### config.mk
export PLATFORM = sky130hd
export DESIGN_NAME = stopwatch_ctrl
export DESIGN_NICKNAME = d
export VERILOG_FILES = /design/src/rtl/stopwatch_pkg.sv /design/src/rtl/stopwatch_ctrl_bcd_digit.sv /design/src/rtl/stopwatch_ctrl.sv
export SDC_FILE = /design/constraint.sdc
export NUM_CORES = 1
export LEC_CHECK = 0
export BUFFER_PORTS_ARGS = -buffer_cell sky130_fd_sc_hd__buf_2
export CORE_ASPECT_RATIO = 0.75
export CORE_UTILIZATION = 45
export CTS_CLUSTER_DIAMETER = 40
export DETAILED_ROUTE_END_ITERATION = 12
export PLACE_DENSITY = 0.68
export SLEW_MARGIN = 15
export SYNTH_ARGS = -nofsm -noshare
export SYNTH_HDL_FRONTEND = slang
export SYNTH_SLANG_ARGS = --single-unit
### constraint.sdc
create_clock -name clk -period 2.04 [get_ports clk]
set_input_delay 0.102 -clock clk [delete_from_list [all_inputs] [get_ports clk]]
set_output_delay 0.102 -clock clk [all_outputs]
set_load 0.005 [all_outputs]
### src/rtl/stopwatch_pkg.sv
// Shared types and constants for the stopwatch run-control slice.
package stopwatch_pkg;

  typedef enum logic [1:0] {
    ST_IDLE  = 2'd0,
    ST_RUN   = 2'd1,
    ST_PAUSE = 2'd2,
    ST_LAP   = 2'd3
  } sw_state_e;

  localparam logic [3:0] DIGIT_LIM_DEC = 4'd9;
  localparam logic [3:0] DIGIT_LIM_SEX = 4'd5;

  localparam int OFF_M1 = 20;
  localparam int OFF_M0 = 16;
  localparam int OFF_S1 = 12;
  localparam int OFF_S0 = 8;
  localparam int OFF_C1 = 4;
  localparam int OFF_C0 = 0;

  // Two-digit BCD of a small integer, used for the minute terminal compare.
  function automatic logic [7:0] to_bcd8(input int unsigned v);
    logic [3:0] tens;
    logic [3:0] ones;
    tens = 4'((v / 10) % 10);
    ones = 4'(v % 10);
    return {tens, ones};
  endfunction

endpackage

### src/rtl/stopwatch_ctrl_bcd_digit.sv
// One modulo-(LIMIT+1) BCD digit with synchronous clear and ripple carry out.
module bcd_digit
  import stopwatch_pkg::*;
#(
  parameter logic [3:0] LIMIT = DIGIT_LIM_DEC
) (
  input  logic       clk,
  input  logic       clkcnt_reset,
  input  logic       inc,
  input  logic       clr,
  output logic [3:0] q,
  output logic       carry
);

  always_ff @(posedge clk or negedge clkcnt_reset) begin
    if (!clkcnt_reset) begin
      q <= 4'd0;
    end else if (clr) begin
      q <= 4'd0;
    end else if (inc) begin
      // Out-of-range values fold back to zero instead of counting on.
      q <= (q >= LIMIT) ? 4'd0 : q + 4'd1;
    end
  end

  assign carry = inc && (q == LIMIT);

endmodule

### src/rtl/stopwatch_ctrl.sv
// Stopwatch run control: input synchronizers, IDLE/RUN/PAUSE/LAP sequencer,
// mm:ss.cc BCD counter and lap-freeze display register.
module stopwatch_ctrl
  import stopwatch_pkg::*;
#(
  parameter int MAX_MINUTES = 59,
  parameter int SYNC_STAGES = 2
) (
  input  logic        clk,
  input  logic        clkcnt_reset,
  input  logic        clk_100hz,
  input  logic        btn_start_stop,
  input  logic        btn_lap,
  input  logic        btn_clear,
  output logic [23:0] disp_bcd,
  output logic [23:0] live_bcd,
  output logic        running,
  output logic        lap_active,
  output logic        overflow,
  output logic [1:0]  state
);

  localparam logic [7:0] MAX_BCD = to_bcd8(MAX_MINUTES);

  logic [3:0]                   raw_in;
  logic [SYNC_STAGES-1:0][3:0]  sync_pipe;
  logic [3:0]                   level_p1;
  logic [3:0]                   edge_det;
  logic [SYNC_STAGES:0]         warm;
  logic                         btn_ok;
  logic                         tick, ev_ss, ev_lap, ev_clr;

  assign raw_in = {btn_clear, btn_lap, btn_start_stop, clk_100hz};

  // Synchronizer and edge-detect stage
  always_ff @(posedge clk or negedge clkcnt_reset) begin
    if (!clkcnt_reset) begin
      sync_pipe <= '0;
      level_p1  <= '0;
      warm      <= '0;
    end else begin
      sync_pipe <= {sync_pipe[SYNC_STAGES-2:0], raw_in};
      level_p1  <= sync_pipe[SYNC_STAGES-1];
      warm      <= {warm[SYNC_STAGES-1:0], 1'b1};
    end
  end

  assign edge_det = sync_pipe[SYNC_STAGES-1] & ~level_p1;
  // Button edges are masked until the chain has refilled, so a button held
  // through reset release never looks like a fresh press.
  assign btn_ok   = warm[SYNC_STAGES];
  assign tick     = edge_det[0];
  assign ev_ss    = edge_det[1] & btn_ok;
  assign ev_lap   = edge_det[2] & btn_ok;
  assign ev_clr   = edge_det[3] & btn_ok;

  sw_state_e cur_st, nxt_st;
  logic      lap_cap, zero_live;

  always_comb begin
    nxt_st    = cur_st;
    lap_cap   = 1'b0;
    zero_live = 1'b0;
    case (cur_st)
      ST_IDLE: begin
        if (ev_ss) nxt_st = ST_RUN;
      end
      ST_RUN: begin
        if (ev_ss) begin
          nxt_st = ST_PAUSE;
        end else if (ev_lap) begin
          nxt_st  = ST_LAP;
          lap_cap = 1'b1;
        end
      end
      ST_LAP: begin
        if (ev_ss)       nxt_st = ST_PAUSE;
        else if (ev_lap) nxt_st = ST_RUN;
      end
      ST_PAUSE: begin
        if (ev_ss) begin
          nxt_st = ST_RUN;
        end else if (ev_clr) begin
          nxt_st    = ST_IDLE;
          zero_live = 1'b1;
        end
      end
      default: nxt_st = ST_IDLE;
    endcase
  end

  logic       cnt_en;
  logic [3:0] c0_q, c1_q, s0_q, s1_q, m0_q, m1_q;
  logic       c0_co, c1_co, s0_co, s1_co, m0_co, m1_co;
  logic       min_at_max, min_over, min_wrap, min_clr;

  assign cnt_en = tick && (cur_st == ST_RUN || cur_st == ST_LAP);

  bcd_digit #(.LIMIT(DIGIT_LIM_DEC)) u_c0 (
    .clk(clk), .clkcnt_reset(clkcnt_reset), .inc(cnt_en), .clr(zero_live),
    .q(c0_q), .carry(c0_co));
  bcd_digit #(.LIMIT(DIGIT_LIM_DEC)) u_c1 (
    .clk(clk), .clkcnt_reset(clkcnt_reset), .inc(c0_co), .clr(zero_live),
    .q(c1_q), .carry(c1_co));
  bcd_digit #(.LIMIT(DIGIT_LIM_DEC)) u_s0 (
    .clk(clk), .clkcnt_reset(clkcnt_reset), .inc(c1_co), .clr(zero_live),
    .q(s0_q), .carry(s0_co));
  bcd_digit #(.LIMIT(DIGIT_LIM_SEX)) u_s1 (
    .clk(clk), .clkcnt_reset(clkcnt_reset), .inc(s0_co), .clr(zero_live),
    .q(s1_q), .carry(s1_co));
  bcd_digit #(.LIMIT(DIGIT_LIM_DEC)) u_m0 (
    .clk(clk), .clkcnt_reset(clkcnt_reset), .inc(s1_co), .clr(min_clr),
    .q(m0_q), .carry(m0_co));
  bcd_digit #(.LIMIT(DIGIT_LIM_DEC)) u_m1 (
    .clk(clk), .clkcnt_reset(clkcnt_reset), .inc(m0_co), .clr(min_clr),
    .q(m1_q), .carry(m1_co));

  // Minutes wrap at MAX_MINUTES rather than 99; lower digits roll over on
  // their own since they all sit at their limits when this fires.
  assign min_at_max = ({m1_q, m0_q} == MAX_BCD);
  assign min_over   = ({m1_q, m0_q} > MAX_BCD);
  assign min_wrap   = s1_co && min_at_max;
  assign min_clr    = zero_live || min_wrap || m1_co || (cnt_en && min_over);

  always_comb begin
    live_bcd = '0;
    live_bcd[OFF_M1 +: 4] = m1_q;
    live_bcd[OFF_M0 +: 4] = m0_q;
    live_bcd[OFF_S1 +: 4] = s1_q;
    live_bcd[OFF_S0 +: 4] = s0_q;
    live_bcd[OFF_C1 +: 4] = c1_q;
    live_bcd[OFF_C0 +: 4] = c0_q;
  end

  logic [23:0] lap_q;

  // State, lap latch and display register stage
  always_ff @(posedge clk or negedge clkcnt_reset) begin
    if (!clkcnt_reset) begin
      cur_st   <= ST_IDLE;
      lap_q    <= '0;
      disp_bcd <= '0;
      overflow <= 1'b0;
    end else begin
      cur_st   <= nxt_st;
      if (lap_cap) lap_q <= live_bcd;
      disp_bcd <= (cur_st == ST_LAP) ? lap_q : live_bcd;
      overflow <= min_wrap;
    end
  end

  assign state      = cur_st;
  assign running    = (cur_st == ST_RUN) || (cur_st == ST_LAP);
  assign lap_active = (cur_st == ST_LAP);

endmodule

==> impl_metrics.ini, run 1 <==
[status]
run_status = complete, no violations

[global_route]
grt_max_degree = 44
grt_pass1_vias = 2699
grt_pass1_wl_mm = 13.7
grt_overflow = 0
grt_use_total_pct = 20.4
antenna_found_initial = 0

[synth]
ys_seq_area_share_pct = 58.2
async_flop_share_pct = 100
synth_area_per_cell_um2 = 11.2
netlist_instances = 345
syn_nets = 369
yosysUniqueCellTypes = 47
ys_warn_count = 0
synth_seq_cells = 90
syn_area_um2 = 3870
synth_edf_count = 0
ys_dominant_reg_cell = dfrtp_1

[power]
p_leak_nw = 2.53
p_sw_share_pct = 24.2
p_total_mw = 4.71
internal_power_mw = 3.57
irDropWorstVdd_uv = 682
power_frac_clock_pct = 42.7
power_density_nw_per_um2 = 953
comb_power_share_pct = 14.7
p_sw_mw = 1.14
power_frac_seq_pct = 42.6

[timing]
skew_ns = 0.00712
final-setup-viol-count = 0
slew_violations = 0
finalHoldViolCount = 0
layout_min_cycle_time_ns = 1.97
whs_ns = 0.182
fin_crit_sh_pct = 96.4
maxClockFrequency_mhz = 508

[setup_path]
endpoint = u_m1.q[2]
critPathKind = reg2reg
cp-end-kind = flip-flop
startpoint = u_s0.q[1]
cp_data_arrival_time_ns = 2.24
cp.required_ns = 2.31
r2r_slack_ns = 0.07
rr_startpoint = u_s0.q[1]
rr_endpoint = u_m1.q[2]
critPathMaxFanout = 4
rr_worst_depth = 7
start_kind = flip-flop

[finish]
nNetsFinal = 462
antennaDiodeCount = 0
final_cell_mix = 89 x dfrtp_1, 57 x buf_2, 38 x nand2_1, 38 x o21ai_0, 31 x buf_4
layout_commonest_cell = dfrtp_1
fin_area_um2 = 4940
drive_gt1_share_pct = 33.9
fillers = 657
syn_to_final_growth_pct = 27.7

[floorplanning]
die_w_um = 109
io_pins = 59
die_h_um = 82.3
die_area_um2 = 8970
rows = 28
fp.coreArea_um2 = 8090
initial_core_util_pct = 47.8

[route]
vias = 2816
viasPerCell = 5.14
wire_per_inst_um = 15.0
wirelength_mm = 8.20
postRouteAntennaNets = 0
drc = 0
drt_iter0_drc = 167
dr.pass1.iters = 5

[clock_tree]
clk_latency_ns = 0.34
cts.path.max_buffers = 2
cts_buffers = 9
clock_sinks = 90
h-tree-depth = 3
cts_tree = built
root_buffer = clkbuf_16
clkTransAtPathRegs_ns = 0.06

[min_path]
min_path_type = in2async

[placed_design]
io_buffer_count = 58
gp_congestion = 0.826
place_area_um2 = 4460
dp_hpwl_mm = 5.71

[flow_run]
max_cap_viol_count = 0
[power groups by stage]
stage	logic, mW	clock network (mW)	registers, mW
after floorplan	0.372	0	2.04
after detailed placement	0.686	0	2.03
after global placement	0.675	0	2.03
after global routing	0.776	2.12	2.02
final	0.692	2.01	2.00
after CTS	0.699	2.04	2.00
[registers in the layout (all words and copies together), names as in the netlist]
name	flops
u_s1.q	4
u_s0.q	4
state	2
level_p1	4
disp_bcd	24
overflow	1
u_c1.q	4
warm	3
u_c0.q	4
lap_q	24
u_m0.q	4
sync_pipe	8
u_m1.q	4
[area by class of cell]
type / instances / area, um2 / share of cell area (%)
timing repair buffer: 94 / 588 / 11.9
tap: 105 / 131 / 2.66
clock inverter: 5 / 125 / 2.53
multi-input combinational: 222 / 1520 / 30.8
clock buffer: 11 / 243 / 4.91
inverter: 21 / 78.8 / 1.60
sequential: 90 / 2250 / 45.6
[cells by family after synthesis]
| family | after synthesis | synth area share (%) |
|---|---|---|
| compound gates | 71 | 10.3 |
| xor+xnor | 1 | 0.227 |
| fa+ha+maj | 18 | 5.82 |
| buf+inv | 33 | 3.53 |
| flops | 90 | 58.2 |
| mux | 24 | 6.96 |
| other cells | 1 | 0.0970 |
| simple gates | 107 | 14.9 |
[cells in the mapped netlist, drive strengths merged (3+ instances only)]
cell | instances | area [um2]
a21oi | 19 | 95.1
and3b | 6 | 53.8
buf | 3 | 23.8
clkbuf | 9 | 33.8
dfrtp | 90 | 2250
ha | 18 | 225
inv | 20 | 75.1
mux2 | 23 | 259
nand2 | 38 | 143
nand3 | 10 | 50.1
nand3b | 7 | 52.6
nand4 | 3 | 33.8
nor2 | 19 | 71.3
nor3 | 5 | 25.0
o21ai | 38 | 190
or3 | 5 | 31.3
[metal layers]
metal,share of wire [%],global-route usage [%],up-vias
met5,0,0,-
met4,1.7,7.30,0
met3,6.9,6.20,15
met2,43,28.8,85
met1,48,29.5,1345
li1,-,-,1371
[timing repair]
action | CTS | global route
hold endpoints to repair | 66 | 0
endpoints found under the setup margin | 0 | 7
setup buffers | 0 | 3
hold buffers | 5 | 0
gates resized for setup | 0 | 17
[worst max-delay path: stages (launching register included)]
cell	delay (ns)
dfrtp_1	0.39
inv_2	0.08
ha_2	0.19
and3b_2	0.22
nand4_4	0.13
or2_4	0.27
or4_4	0.49
a21oi_2	0.14
[per-stage QoR]
stage	setup slack [ns]	setup TNS, ns	std cells	utilization [%]
after floorplan	0.0346	0	345	-
after global placement	0.109	0	524	55.1
after detailed placement	0.0525	0	524	55.1
after CTS	0.0105	0	545	60.2
after global routing	-0.0172	-0.0172	548	61.0
final	0.0727	0	548	61.0
[worst min path at each step]
stage                      start           end  slack, ns  cells past startpoint
floorplan           clkcnt_reset   disp_bcd[0]      -0.19                      0
global placement    clkcnt_reset   disp_bcd[3]     -0.002                      1
detailed placement  clkcnt_reset   disp_bcd[3]      0.001                      1
CTS                 clkcnt_reset   disp_bcd[3]       0.19                      2
global route        clkcnt_reset  disp_bcd[22]       0.22                      2
finish              clkcnt_reset   disp_bcd[3]       0.18                      2
(Power assumes the default switching activity.)
==> run 2, diff against run 1 <==
--- a/config.mk
+++ b/config.mk
@@ -7,10 +7,9 @@
 export LEC_CHECK = 0
 export BUFFER_PORTS_ARGS = -buffer_cell sky130_fd_sc_hd__buf_2
 export CORE_ASPECT_RATIO = 0.75
-export CORE_UTILIZATION = 45
+export CORE_UTILIZATION = 30
 export CTS_CLUSTER_DIAMETER = 40
 export DETAILED_ROUTE_END_ITERATION = 12
-export PLACE_DENSITY = 0.68
 export SLEW_MARGIN = 15
 export SYNTH_ARGS = -nofsm -noshare
 export SYNTH_HDL_FRONTEND = slang
==> run 2 against run 1 <==
  * Sequential share of layout area down 0.59 points
  * Core utilization down 21 points
  * Combinational power up 13%
  * Register-to-register slack about the same
  * Die area up 49%
  * Largest power group is now registers
==> impl_metrics.ini, run 2 (synthesis results as in run 1) <==
[power]
power_frac_seq_pct = 43.5
internal_power_mw = 3.34
power_density_nw_per_um2 = 907
irDropWorstVdd_uv = 403
power_frac_clock_pct = 39.3
p_leak_nw = 2.54
p_sw_share_pct = 26.4
p_sw_mw = 1.20
comb_power_share_pct = 17.2

[clock_tree]
cts.path.max_buffers = 2
root_buffer = clkbuf_16
clkTransAtPathRegs_ns = 0.06
clock_sinks = 90
clk_latency_ns = 0.34
cts_tree = built
cts_buffers = 9
h-tree-depth = 3

[setup_path]
crit_cells = 7
r2r_slack_ns = 0.07
rr_startpoint = u_s1.q[1]
critPathMaxFanout = 5
cp.required_ns = 2.31
cp-end-kind = flip-flop
cpPeakStageDelay_ns = 0.49
startpoint = u_s1.q[1]
worst_path_max_delay_cell = or4_1
critPathKind = reg2reg
critical_path.top_delay_family = simple AND/OR/NAND/NOR gates
path_cells = inv_2 > ha_1 > and3b_2 > nand2_1 > or2_4 > or4_1 > a21oi_2
rr_worst_depth = 7
path_buf_inv = 1
start_kind = flip-flop
cp_data_arrival_time_ns = 2.25

[floorplanning]
rows = 35
initial_core_util_pct = 31.1
io_pins = 59
fp.coreArea_um2 = 12400
die_h_um = 100
die_area_um2 = 13400
die_w_um = 133

[timing]
skew_ns = 0.00958
maxClockFrequency_mhz = 507
slew_violations = 0
fin_crit_sh_pct = 96.8
finalHoldViolCount = 0
final-setup-viol-count = 0
layout_min_cycle_time_ns = 1.97
fin_ws_ns = 0.0660

[global_route]
antenna_found_initial = 0
grt_pass1_vias = 2779
grt_overflow = 0
grt_use_total_pct = 13.8
grt_max_degree = 39
grt_pass1_wl_mm = 14.1

[placed_design]
gp_congestion = 0.792
io_buffer_count = 58
dp.cells = 589
dp_hpwl_mm = 6.13
pre_cts_ws_ns = 0.0404

[finish]
syn_to_final_growth_pct = 29.4
post-route-util_pct = 40.2
top_regs = disp_bcd (24), lap_q (24), sync_pipe (8)
seq_area_um2 = 2250
multi_input_area_um2 = 1510
antennaDiodeCount = 0
fillers = 1239
nNetsFinal = 467
layout_commonest_cell = dfrtp_1
final_cell_mix = 89 x dfrtp_1, 57 x buf_2, 38 x nand2_1, 38 x o21ai_0, 36 x buf_4
final_cells = 614
drive_gt1_share_pct = 33.9

[route]
vias = 2853
wire_per_inst_um = 14.4
postRouteAntennaNets = 0
drt_iter0_drc = 206
viasPerCell = 4.65
wirelength_mm = 8.84
drc = 0
dr.pass1.iters = 4

[flow_run]
max_cap_viol_count = 0

[status]
run_status = complete, no violations

[min_path]
min_path_type = in2async
## run 2: power groups by stage
stage	sequential, mW	clock (mW)	combinational, mW
5_1_grt	1.99	1.90	0.864
4_1_cts	1.98	1.84	0.790
2_1_floorplan	2.04	0	0.372
6_report	1.98	1.78	0.780
3_3_place_gp	2.00	0	0.755
3_5_place_dp	2.01	0	0.780
## run 2: area by class of cell
cell class / count / share of cell area, %
Sequential cell: 90 / 45.0
Multi-Input combinational cell: 222 / 30.2
Timing Repair Buffer: 99 / 12.5
Clock buffer: 9 / 4.50
Tap cell: 166 / 4.15
Clock inverter: 7 / 2.00
Inverter: 21 / 1.57
## run 2: worst paths after layout
kind,end
max,u_m1.q[2]
min,lap_q[7]
max reg2reg,u_m1.q[2]
min reg2reg,warm[2]
max in group asynchronous,u_c1.q[0]
min in group clk,warm[2]
## run 2: metal layers
layer / global-route usage [%] / up-vias / wire [um]
li1: - / 1396 / -
met1: 18.8 / 1360 / 4300
met2: 20.7 / 89 / 3940
met3: 4.04 / 8 / 505
met4: 5.07 / 0 / 87
met5: 0 / - / 0
## run 2: per-stage QoR
step / instance area [um2] / power (mW) / TNS [ns] / hold WS (ns)
2_1_floorplan: 3870 / 2.41 / 0 / -0.194
3_3_place_gp: 4560 / 2.76 / 0 / 0.104
3_5_place_dp: 4560 / 2.79 / 0 / 0.104
4_1_cts: 4940 / 4.61 / 0 / 0.271
5_1_grt: 5000 / 4.76 / -0.0177 / 0.331
6_report: 5000 / 4.54 / 0 / 0.268
## run 2: worst reg2reg max path, cell delays in order, from the launching register on
cell,delay (ns)
dfrtp_2,0.44
inv_2,0.10
ha_1,0.18
and3b_2,0.21
nand2_1,0.09
or2_4,0.27
or4_1,0.49
a21oi_2,0.13
## run 2: what timing repair did
| action | 4_1_cts | 5_1_grt |
|---|---|---|
| resized for setup | 0 | 13 |
| endpoints found under the setup margin | 0 | 9 |
| hold buffers | 5 | 0 |
| endpoints found under the hold margin | 38 | 0 |
| buffers inserted | 0 | 4 |
